**config.mk**
```make
export PLATFORM = sky130hd
export DESIGN_NAME = pc_sequencer
export DESIGN_NICKNAME = d
export VERILOG_FILES = /design/src/rtl/seq_pkg.sv /design/src/rtl/npc_calc.sv /design/src/rtl/pc_sequencer.sv
export SDC_FILE = /design/constraint.sdc
export NUM_CORES = 1
export LEC_CHECK = 0
export BUFFER_PORTS_ARGS = -buffer_cell sky130_fd_sc_hd__buf_2
export CORE_MARGIN = 2
export CORE_UTILIZATION = 25
export CTS_BUF_LIST = sky130_fd_sc_hd__clkbuf_16
export CTS_CLUSTER_DIAMETER = 30
export DETAILED_ROUTE_END_ITERATION = 16
export PLACE_DENSITY = 0.52
export SYNTH_ARGS = -nofsm -noshare
export SYNTH_HDL_FRONTEND = slang
export SYNTH_SLANG_ARGS = --single-unit
```
**constraint.sdc**
```tcl
create_clock -name clk -period 6.3 [get_ports clk]
set_clock_uncertainty 0.05 [all_clocks]
set_input_delay 1.575 -clock clk [delete_from_list [all_inputs] [get_ports clk]]
set_output_delay 1.575 -clock clk [all_outputs]
set_load 0.02 [all_outputs]
```
**src/rtl/seq_pkg.sv**
```systemverilog
// Shared definitions for the program-counter sequencer: next-PC operation
// encodings, sequencer state encoding and the default reset PC.
package seq_pkg;

  typedef enum logic [1:0] {
    NPC_SEQ = 2'b00,
    NPC_BR  = 2'b01,
    NPC_J   = 2'b10,
    NPC_JR  = 2'b11
  } npc_op_e;

  typedef enum logic [1:0] {
    S_FETCH = 2'b00,
    S_ISSUE = 2'b01,
    S_HALT  = 2'b10,
    S_ERR   = 2'b11
  } seq_state_e;

  localparam logic [31:0] RESET_PC_DEFAULT = 32'h0000_3000;

endpackage

```
**src/rtl/npc_calc.sv**
```systemverilog
// Combinational next-PC target calculation: sequential, PC-relative branch,
// region jump and register-indirect, plus a misalignment flag on the result.
module npc_calc
  import seq_pkg::*;
(
  input  logic [31:0] pc,
  input  logic [1:0]  op,
  input  logic [25:0] imm,
  input  logic [31:0] rs,
  output logic [31:0] target,
  output logic        misalign
);

  logic [31:0] pc4;
  logic [31:0] br_off;

  assign pc4    = pc + 32'd4;
  assign br_off = {{14{imm[15]}}, imm[15:0], 2'b00};

  always_comb begin
    target = pc4;
    unique case (npc_op_e'(op))
      NPC_SEQ: target = pc4;
      NPC_BR:  target = pc4 + br_off;
      NPC_J:   target = {pc4[31:28], imm, 2'b00};
      NPC_JR:  target = rs;
      default: target = pc4;
    endcase
  end

  assign misalign = |target[1:0];

endmodule

```
**src/rtl/pc_sequencer.sv**
```systemverilog
// Program counter owner for the multi-cycle core: fetches one instruction per
// req/ack handshake, issues it to the datapath and advances the PC on accept.
module pc_sequencer
  import seq_pkg::*;
#(
  parameter logic [31:0] RESET_PC = RESET_PC_DEFAULT
) (
  input  logic        clk,
  input  logic        reset,
  output logic        if_req,
  output logic [31:0] if_addr,
  input  logic        if_ack,
  input  logic [31:0] if_rdata,
  output logic [31:0] instr,
  output logic        instr_valid,
  input  logic        dp_ready,
  input  logic [1:0]  npc_op,
  input  logic [25:0] npc_imm,
  input  logic [31:0] npc_reg,
  input  logic        halt,
  output logic [31:0] pc,
  output logic [31:0] retired,
  output logic        halted,
  output logic        err
);

  seq_state_e  state_q, state_d;
  logic [31:0] pc_q;
  logic [31:0] instr_q;
  logic [31:0] retired_q;
  logic [31:0] target;
  logic        misalign;
  logic        accept;
  logic        fetch_done;

  npc_calc u_npc_calc (
    .pc       (pc_q),
    .op       (npc_op),
    .imm      (npc_imm),
    .rs       (npc_reg),
    .target   (target),
    .misalign (misalign)
  );

  assign fetch_done = (state_q == S_FETCH) && if_ack;
  assign accept     = (state_q == S_ISSUE) && dp_ready;

  always_comb begin
    state_d = state_q;
    unique case (state_q)
      S_FETCH: if (if_ack) state_d = S_ISSUE;
      S_ISSUE: begin
        // misalignment outranks halt so a bad target never reports halted
        if (dp_ready) begin
          if (misalign)  state_d = S_ERR;
          else if (halt) state_d = S_HALT;
          else           state_d = S_FETCH;
        end
      end
      S_HALT:  state_d = S_HALT;
      S_ERR:   state_d = S_ERR;
      default: state_d = S_FETCH;
    endcase
  end

  always_ff @(posedge clk) begin
    if (reset) begin
      state_q   <= S_FETCH;
      pc_q      <= RESET_PC;
      instr_q   <= '0;
      retired_q <= '0;
    end else begin
      state_q <= state_d;
      if (fetch_done) instr_q <= if_rdata;
      if (accept) begin
        retired_q <= retired_q + 32'd1;
        if (!misalign) pc_q <= target;
      end
    end
  end

  assign if_req      = (state_q == S_FETCH);
  assign instr_valid = (state_q == S_ISSUE);
  assign halted      = (state_q == S_HALT);
  assign err         = (state_q == S_ERR);
  assign if_addr     = pc_q;
  assign pc          = pc_q;
  assign instr       = instr_q;
  assign retired     = retired_q;

endmodule

```
After elaboration in Yosys (flattened, before gate mapping)
Cells that the tools add are included.

Shift-type cells: 0. Reductions and logical operators: 7. Add/subtract/negate cells: 3. Equal/unequal tests: 8. Bitwise gates (word level): 1. Magnitude comparators: 0. Div/mod/pow operators: 0. Multiplexer cells: 6. $mul: 0.

Operators by type and width (count): $pmux 32 s4 (1); $add 32x1->32 const B (1); $add 32x3->32 const B (1); $add 32x32->32 (1); $eq 2x2->1 const B (4); $mux 2 (4); $pmux 2 s4 (1); $eq 2x1->1 const B (2); $logic_not 2->1 (2); $ne 2x1->1 const B (2); $reduce_and 2->1 (2); $logic_and 1x1->1 (2); $reduce_or 2->1 (1); $not 1->1 (1).

Bits in writable memories: 0. Bits in registers: 98. Memories: 0. Bits in read-only memories: 0. Input bits: 97. Bits in latches: 0.

Logic depth before layout (Yosys ltp)
Gate-level depths: netlist of run 1.

Depth after elaboration: 7. Mapped depth: 16.

Cells and area by module
A second synthesis of run 1 with hierarchy kept.

Cells, all modules: 896. Area total of the unflattened synthesis: 7093.1 um^2.

Modules (own cells, without submodules): pc_sequencer (cells each 516, instances 1, area an instance 4113.9 um^2); npc_calc (cells each 380, instances 1, area an instance 2979.1 um^2).

Least setup slack after synthesis of run 1
No wires, ideal clock.

Path kind: in2reg. From: input port npc_imm[0]. To: register pc_q[24], in the netlist if_addr[24]. Cell stages on the path: 11. Data required time: 6.116 ns. Path buffers: 0. Arrival time: 3.663 ns. Setup slack: 2.453 ns. Library setup time: 0.134 ns. Path through: ha_1 inv_1 fa_1 and2b_1 o2111ai_1 nand2_2 a311oi_2 or2_4 nor3_1 nor3_1 or4_1.

Cells in the longest elaborated chain, start to end: 2.

RTL lines: start, declared (line pc_sequencer.sv:18) `input logic [25:0] npc_imm,`; $add 32x32->32 (line npc_calc.sv:24) `NPC_BR: target = pc4 + br_off;`; $pmux 32 s4 (line npc_calc.sv:22) `unique case (npc_op_e'(op))`; end signal, assigned (line pc_sequencer.sv:77) `if (!misalign) pc_q <= target;`; end, declared (line pc_sequencer.sv:28) `logic [31:0] pc_q;`.

No other way between the ends. A chain may end at the register's enable or synchronous reset.

Worst setup path in the final report of run 1
From: register pc_q[2], in the netlist if_addr[2]. To: register pc_q[31], in the netlist if_addr[31].

Cells in the longest elaborated chain, start to end: 3.

RTL lines: $add 32x3->32 (*) (line npc_calc.sv:17) `assign pc4 = pc + 32'd4;`; $add 32x32->32 (line npc_calc.sv:24); $pmux 32 s4 (*) (line npc_calc.sv:22).

Every way passes the cells marked *; elsewhere a longest branch is shown, timed or not.

==> results of run 1 <==
-- logic make-up (layout without fill, tap and decap cells) --
family,after synthesis,in the layout,synth area share
compound gates,213,213,0.187
xor+xnor,75,75,0.0944
fa+ha+maj,39,39,0.0712
buf+inv,94,272,0.0706
flops,98,98,0.282
mux,27,27,0.0573
other cells,0,2,0
simple gates,348,348,0.237
-- worst reg2reg max path, delay by kind of cell (launching register included) --
kind | cells | cell delay, ns
mux | 1 | 0.37
flops | 1 | 0.44
fa+ha+maj | 2 | 0.63
xor+xnor | 1 | 0.17
simple gates | 6 | 1.78
compound gates | 4 | 0.86
-- registers in the layout, indices dropped and copies added (netlist names) --
name	cells
state_q	2
if_addr	32
retired	32
instr	32
-- area by class of cell --
class / count / area, sq um / area share
Antenna cell: 2 / 5.00 / 0.000588
Timing Repair Buffer: 236 / 1200 / 0.141
Multi-Input combinational cell: 702 / 4510 / 0.529
Tap cell: 378 / 473 / 0.0555
Sequential cell: 98 / 1960 / 0.230
Clock buffer: 9 / 225 / 0.0264
Inverter: 21 / 78.8 / 0.00925
Clock inverter: 6 / 66.3 / 0.00778
-- where the power goes --
group	total (mW)	leakage (nW)	switching [mW]	internal, mW
sequential	0.666	0.796	0.0246	0.642
combinational	0.357	2.96	0.220	0.137
clock	0.581	0.141	0.272	0.309
total	1.60	3.90	0.516	1.09
-- Yosys cell counts (10+ instances only) --
cell | count | area share
a21oi_1 | 96 | 0.069
and3_1 | 20 | 0.018
buf_4 | 32 | 0.035
clkbuf_1 | 27 | 0.015
dfxtp_1 | 98 | 0.28
ha_1 | 38 | 0.068
inv_1 | 21 | 0.011
mux2i_1 | 14 | 0.020
mux4_2 | 10 | 0.032
nand2_1 | 148 | 0.080
nand3_1 | 30 | 0.022
nand4_1 | 11 | 0.0099
nor2_1 | 74 | 0.040
nor3_1 | 15 | 0.011
o21ai_0 | 38 | 0.027
xnor2_1 | 37 | 0.047
xor2_1 | 38 | 0.048
-- stage by stage --
step	utilization	power, mW	setup slack, ns	instances
2_1_floorplan	-	0.918	2.45	894
3_3_place_gp	0.298	1.04	2.00	1435
3_5_place_dp	0.298	1.04	1.94	1435
4_1_cts	0.308	1.62	2.01	1450
5_1_grt	0.308	1.68	1.67	1452
6_report	0.308	1.60	1.88	1452
-- layout by cell type, fill, tap and decap left out, types with 4 or more instances in the layout --
cell type  count
and2_1         6
inv_1         21
o22ai_1        7
nor2b_1        6
a21o_1         8
or3_1          8
nor2_1        74
o221ai_1       5
buf_2        228
nand4_1       11
mux4_2        10
xnor2_1       37
ha_1          38
o21a_1         7
and3_1        20
buf_4          8
a22o_1         4
o21ai_0       38
a21oi_1       96
nand4_2        4
mux2i_1       14
and4_1         4
xor2_1        38
a211oi_1       7
nand3_1       30
dfxtp_1       98
a31oi_1        6
nor3_1        15
clkbuf_16      9
nand2_1      148
-- metal layers --
layer  track usage  vias up  part of all wire
met5             0        -                 0
met4        0.0542        0             0.022
met3        0.0285       32             0.057
met2         0.255      236              0.45
met1         0.219     3291              0.47
li1              -     3474                 -
-- worst paths after layout --
kind	startpoint	endpoint
setup / recovery	if_addr[2]	if_addr[31]
hold / removal	instr[26]	instr[26]
setup reg to reg	if_addr[2]	if_addr[31]
hold reg to reg	instr[26]	instr[26]
==> out/metrics.cfg, run 1 <==
[status]
status = complete, no violations

[setup_path]
path_delay_family = simple AND/OR/NAND/NOR gates
crit_cells = 14
cp_max_fo = 9
critPathKind = register to register
required_ns = 6.50
ff2ff_path_depth = 14
crit_chain = ha_1 > nand3_1 > nor4_1 > and3_1 > xor2_1 > ha_1 > a21oi_1 > o21ai_0 > nand3_1 > nand2_1 > a311o_1 > a21oi_1 > mux2_2 > and3_1
reg2reg_slack_ns = 1.88
worstPathArrival_ns = 4.62
cp-end-kind = register
cpMaxStageDelayCell = nor4_1
startpoint_type = register
path_buf_inv = 0
max_stage_delay_ns = 0.90

[routing]
vias = 7033
wl_per_cell_um = 16.8
drc = 0
antenna_left = 0
viasPerCell = 4.84
drt_iter0_markers = 454
wl_um = 24400
firstDrtPassIters = 5

[yosys]
syn_area_sq_um = 6960
synth_edf_count = 0
syn_inst = 894
async_reset_ff_frac = 0
ys.flop_type = dfxtp_1
synth_seq_area_share = 0.282
yosys_warnings = 0
synth.net_count = 1030
syn_area_per_cell_sq_um = 7.79
ys_ff_latch = 98
ys_types = 70

[place]
dp_hpwl_um = 18400
place_congestion = 0.872
dpl_cell_area_sq_um = 8220
numPortBuffers = 228

[global_route]
gr-total-overflow = 0
grt_max_degree = 75
grt_antenna_before_repair = 2
grt_pass1_wl_um = 36500
grt_pass1_vias = 6493
groute.usage.overall = 0.160

[sta]
clock.fmax_mhz = 226
holdWs_ns = 0.401
hold_viol_final = 0
relSlewSlack = 0.242
timing.final.max_slew_violations = 0
rsz0062_at_grt = no
post-route-period-util = 0.702
setup_viol = 0
worstMarginPinSlew_ns = 1.14
tns_ns = 0
layout_min_cycle_time_ns = 4.42

[die]
start_util = 0.252
pin_count = 229
core_area_sq_um = 27600
fp.dieW_um = 171
placementRows = 61
dieHeight_um = 171
die_area_sq_um = 29200

[cells_and_area]
num-nets-final = 1204
areaGrowthSynthToFinish_pct = 22.4
fin_area_sq_um = 8520
num-fill-cells = 3024
layout-drive-gt1-share = 0.262

[clock_tree]
numClockSinks = 98
clockBufferDepth = 2
cts_buffers = 9
htree_levels = 3
clk_pin_slew_ns = 0.07
cts_tree = done
ctsHoldBuffers = 0
cts_root_buf = clkbuf_16
cts_resized = 0
clk_latency_ns = 0.36
postCtsSetupRepairBufs = 0

[hold_path]
hold_depth = 2
hold_class = register to register

[run]
drv_cap = 0

[power_and_ir_drop]
cellLeakagePower_nw = 3.90
power_density_nw_per_um2 = 188
peakVddDrop_mv = 0.119

Note: power is estimated with default switching activity, not from simulation.
==> inputs of run 2 (changes only) <==
--- a/config.mk
+++ b/config.mk
@@ -11,7 +11,7 @@
 export CTS_BUF_LIST = sky130_fd_sc_hd__clkbuf_16
 export CTS_CLUSTER_DIAMETER = 30
 export DETAILED_ROUTE_END_ITERATION = 16
-export PLACE_DENSITY = 0.52
+export PLACE_DENSITY = 0.54
 export SYNTH_ARGS = -nofsm -noshare
 export SYNTH_HDL_FRONTEND = slang
 export SYNTH_SLANG_ARGS = --single-unit
==> constraint.sdc (replaced) <==
create_clock -name clk -period 3.8 [get_ports clk]
set_clock_uncertainty 0.05 [all_clocks]
set_input_delay 0.95 -clock clk [delete_from_list [all_inputs] [get_ports clk]]
set_output_delay 0.95 -clock clk [all_outputs]
set_load 0.02 [all_outputs]
==> out/metrics.cfg, run 2 (synthesized netlist as in run 1, its figures left out) <==
[clock_tree]
clockBufferDepth = 2  ; unchanged
cts_tree = done
postCtsSetupRepairBufs = 0  ; unchanged
htree_levels = 3  ; unchanged
clk_pin_slew_ns = 0.08  ; about the same
cts_root_buf = clkbuf_16
cts_buffers = 9  ; unchanged
numClockSinks = 98  ; unchanged
clk_latency_ns = 0.35  ; about the same

[sta]
rsz0062_at_grt = yes
relSlewSlack = 0.240  ; -0.00201
clock.fmax_mhz = 278  ; +23%
post-route-period-util = 0.947  ; +0.246
layout_min_cycle_time_ns = 3.60  ; -0.820 ns
timing.final.max_slew_violations = 0  ; unchanged
setup_viol = 0  ; unchanged
finalWorstSetupSlack_ns = 0.200  ; -1.68 ns
hold_viol_final = 0  ; unchanged
worstMarginPinSlew_ns = 1.14  ; +0.00301 ns
tns_ns = 0  ; unchanged

[global_route]
grt_pass1_vias = 6624  ; +2.0%
groute.usage.overall = 0.163  ; +0.00281
grt_antenna_before_repair = 2  ; unchanged
gr-total-overflow = 0  ; unchanged
grt_max_degree = 47  ; -37%
grt_pass1_wl_um = 37300  ; +2.1%

[routing]
vias = 7221  ; +2.7%
wl_um = 24800  ; +1.6%
antenna_left = 0  ; unchanged
wl_per_cell_um = 16.6  ; -1.3%
drt_iter0_markers = 463  ; +2.0%
viasPerCell = 4.83  ; -0.28%
firstDrtPassIters = 5  ; unchanged
drc = 0  ; unchanged

[setup_path]
critPathKind = register to register
cp-endpoint = if_addr[24]
worstPathArrival_ns = 3.78  ; -0.84 ns
cp_max_fo = 9  ; unchanged
ff2ff_path_depth = 13  ; -1
cp-end-kind = register
reg2reg_from = if_addr[5]
startpoint_type = register
reg2reg_to = if_addr[24]
reg2reg_slack_ns = 0.20  ; -1.68 ns
required_ns = 3.98  ; -2.52 ns
crit_start = if_addr[5]

[hold_path]
hold_class = register to register

[cells_and_area]
register_area_sq_um = 1960  ; unchanged
fin_util = 0.321  ; +0.0126
num-nets-final = 1246  ; +3.5%
layout_common_cells = buf_2 (228), nand2_1 (148), dfxtp_1 (98), a21oi_1 (93), nor2_1 (72)
final_common_cell = buf_2
areaGrowthSynthToFinish_pct = 27.4
multiInputGateArea_sq_um = 4540  ; +0.75%
num-fill-cells = 3013  ; -0.36%
layout-drive-gt1-share = 0.298  ; +0.0356

[die]
dieHeight_um = 171  ; unchanged
pin_count = 229  ; unchanged
fp.dieW_um = 171  ; unchanged
start_util = 0.252  ; unchanged
die_area_sq_um = 29200  ; unchanged
placementRows = 61  ; unchanged
core_area_sq_um = 27600  ; unchanged

[place]
dp_hpwl_um = 19000  ; +3.3%
numPortBuffers = 228  ; unchanged
place_congestion = 0.900  ; +3.2%
pre_cts_ws_ns = 0.128  ; -1.81 ns

[power_and_ir_drop]
power_density_nw_per_um2 = 298  ; +58%
peakVddDrop_mv = 0.193  ; +63%
cellLeakagePower_nw = 4.12  ; +5.7%

[status]
status = complete, no violations

[run]
drv_cap = 0  ; unchanged

==> run 2: critical path, cell delays in order, from the launching register on <==
cell and delay [ns]:
dfxtp_1 0.40, nand4_2 0.24, nor2_4 0.25, and4_1 0.28, xnor2_1 0.16, ha_2 0.37
a21oi_1 0.21, o21ai_1 0.11, a21o_1 0.22, a311oi_2 0.30, or2_4 0.21, and2_1 0.11
a2111oi_0 0.05, or4_1 0.50
==> run 2: layout make-up <==
class,count,share of cell area
Clock buffer,9,0.0254
Clock inverter,7,0.00748
Inverter,21,0.00889
Sequential cell,98,0.221
Timing Repair Buffer,278,0.171
Tap cell,378,0.0533
Antenna cell,2,0.000564
Multi-Input combinational cell,702,0.512
==> run 2: layer usage <==
metal / share of wire / global-route usage
met1: 0.46 / 0.221
met5: 0 / 0
met3: 0.062 / 0.0296
met4: 0.021 / 0.0494
met2: 0.45 / 0.264
==> run 2: stage by stage <==
step	instance area [sq um]	std cells	total power, mW	hold WS [ns]
final	8870	1495	2.65	0.403
after global routing	8870	1495	2.78	0.420
after floorplan	6960	894	1.52	0.467
after CTS	8830	1493	2.67	0.404
after global placement	8540	1477	1.74	0.390
after detailed placement	8540	1477	1.74	0.395
==> run 2: report_power, final <==
part	internal, mW	leakage, nW	switching, mW
sequential	1.06	0.796	0.0286
clock	0.458	0.142	0.465
combinational	0.248	3.19	0.383
total	1.77	4.12	0.876
==> run 2: worst min-delay path by stage <==
stage / start / endpoint / slack, ns / cells after the start
after global placement: instr[16] / instr[16] / 0.39 / 2
after global routing: instr[5] / instr[5] / 0.42 / 2
final: instr[27] / instr[27] / 0.40 / 2
after detailed placement: instr[27] / instr[27] / 0.39 / 2
after floorplan: state_q[0] / state_q[0] / 0.47 / 2
after CTS: instr[2] / instr[2] / 0.40 / 2
==> run 2: timing repair <==
item / in CTS / in global routing
setup endpoints to repair: 0 / 6
hold endpoints to repair: 0 / 0
hold buffers: 0 / 0
resized for setup: 0 / 10
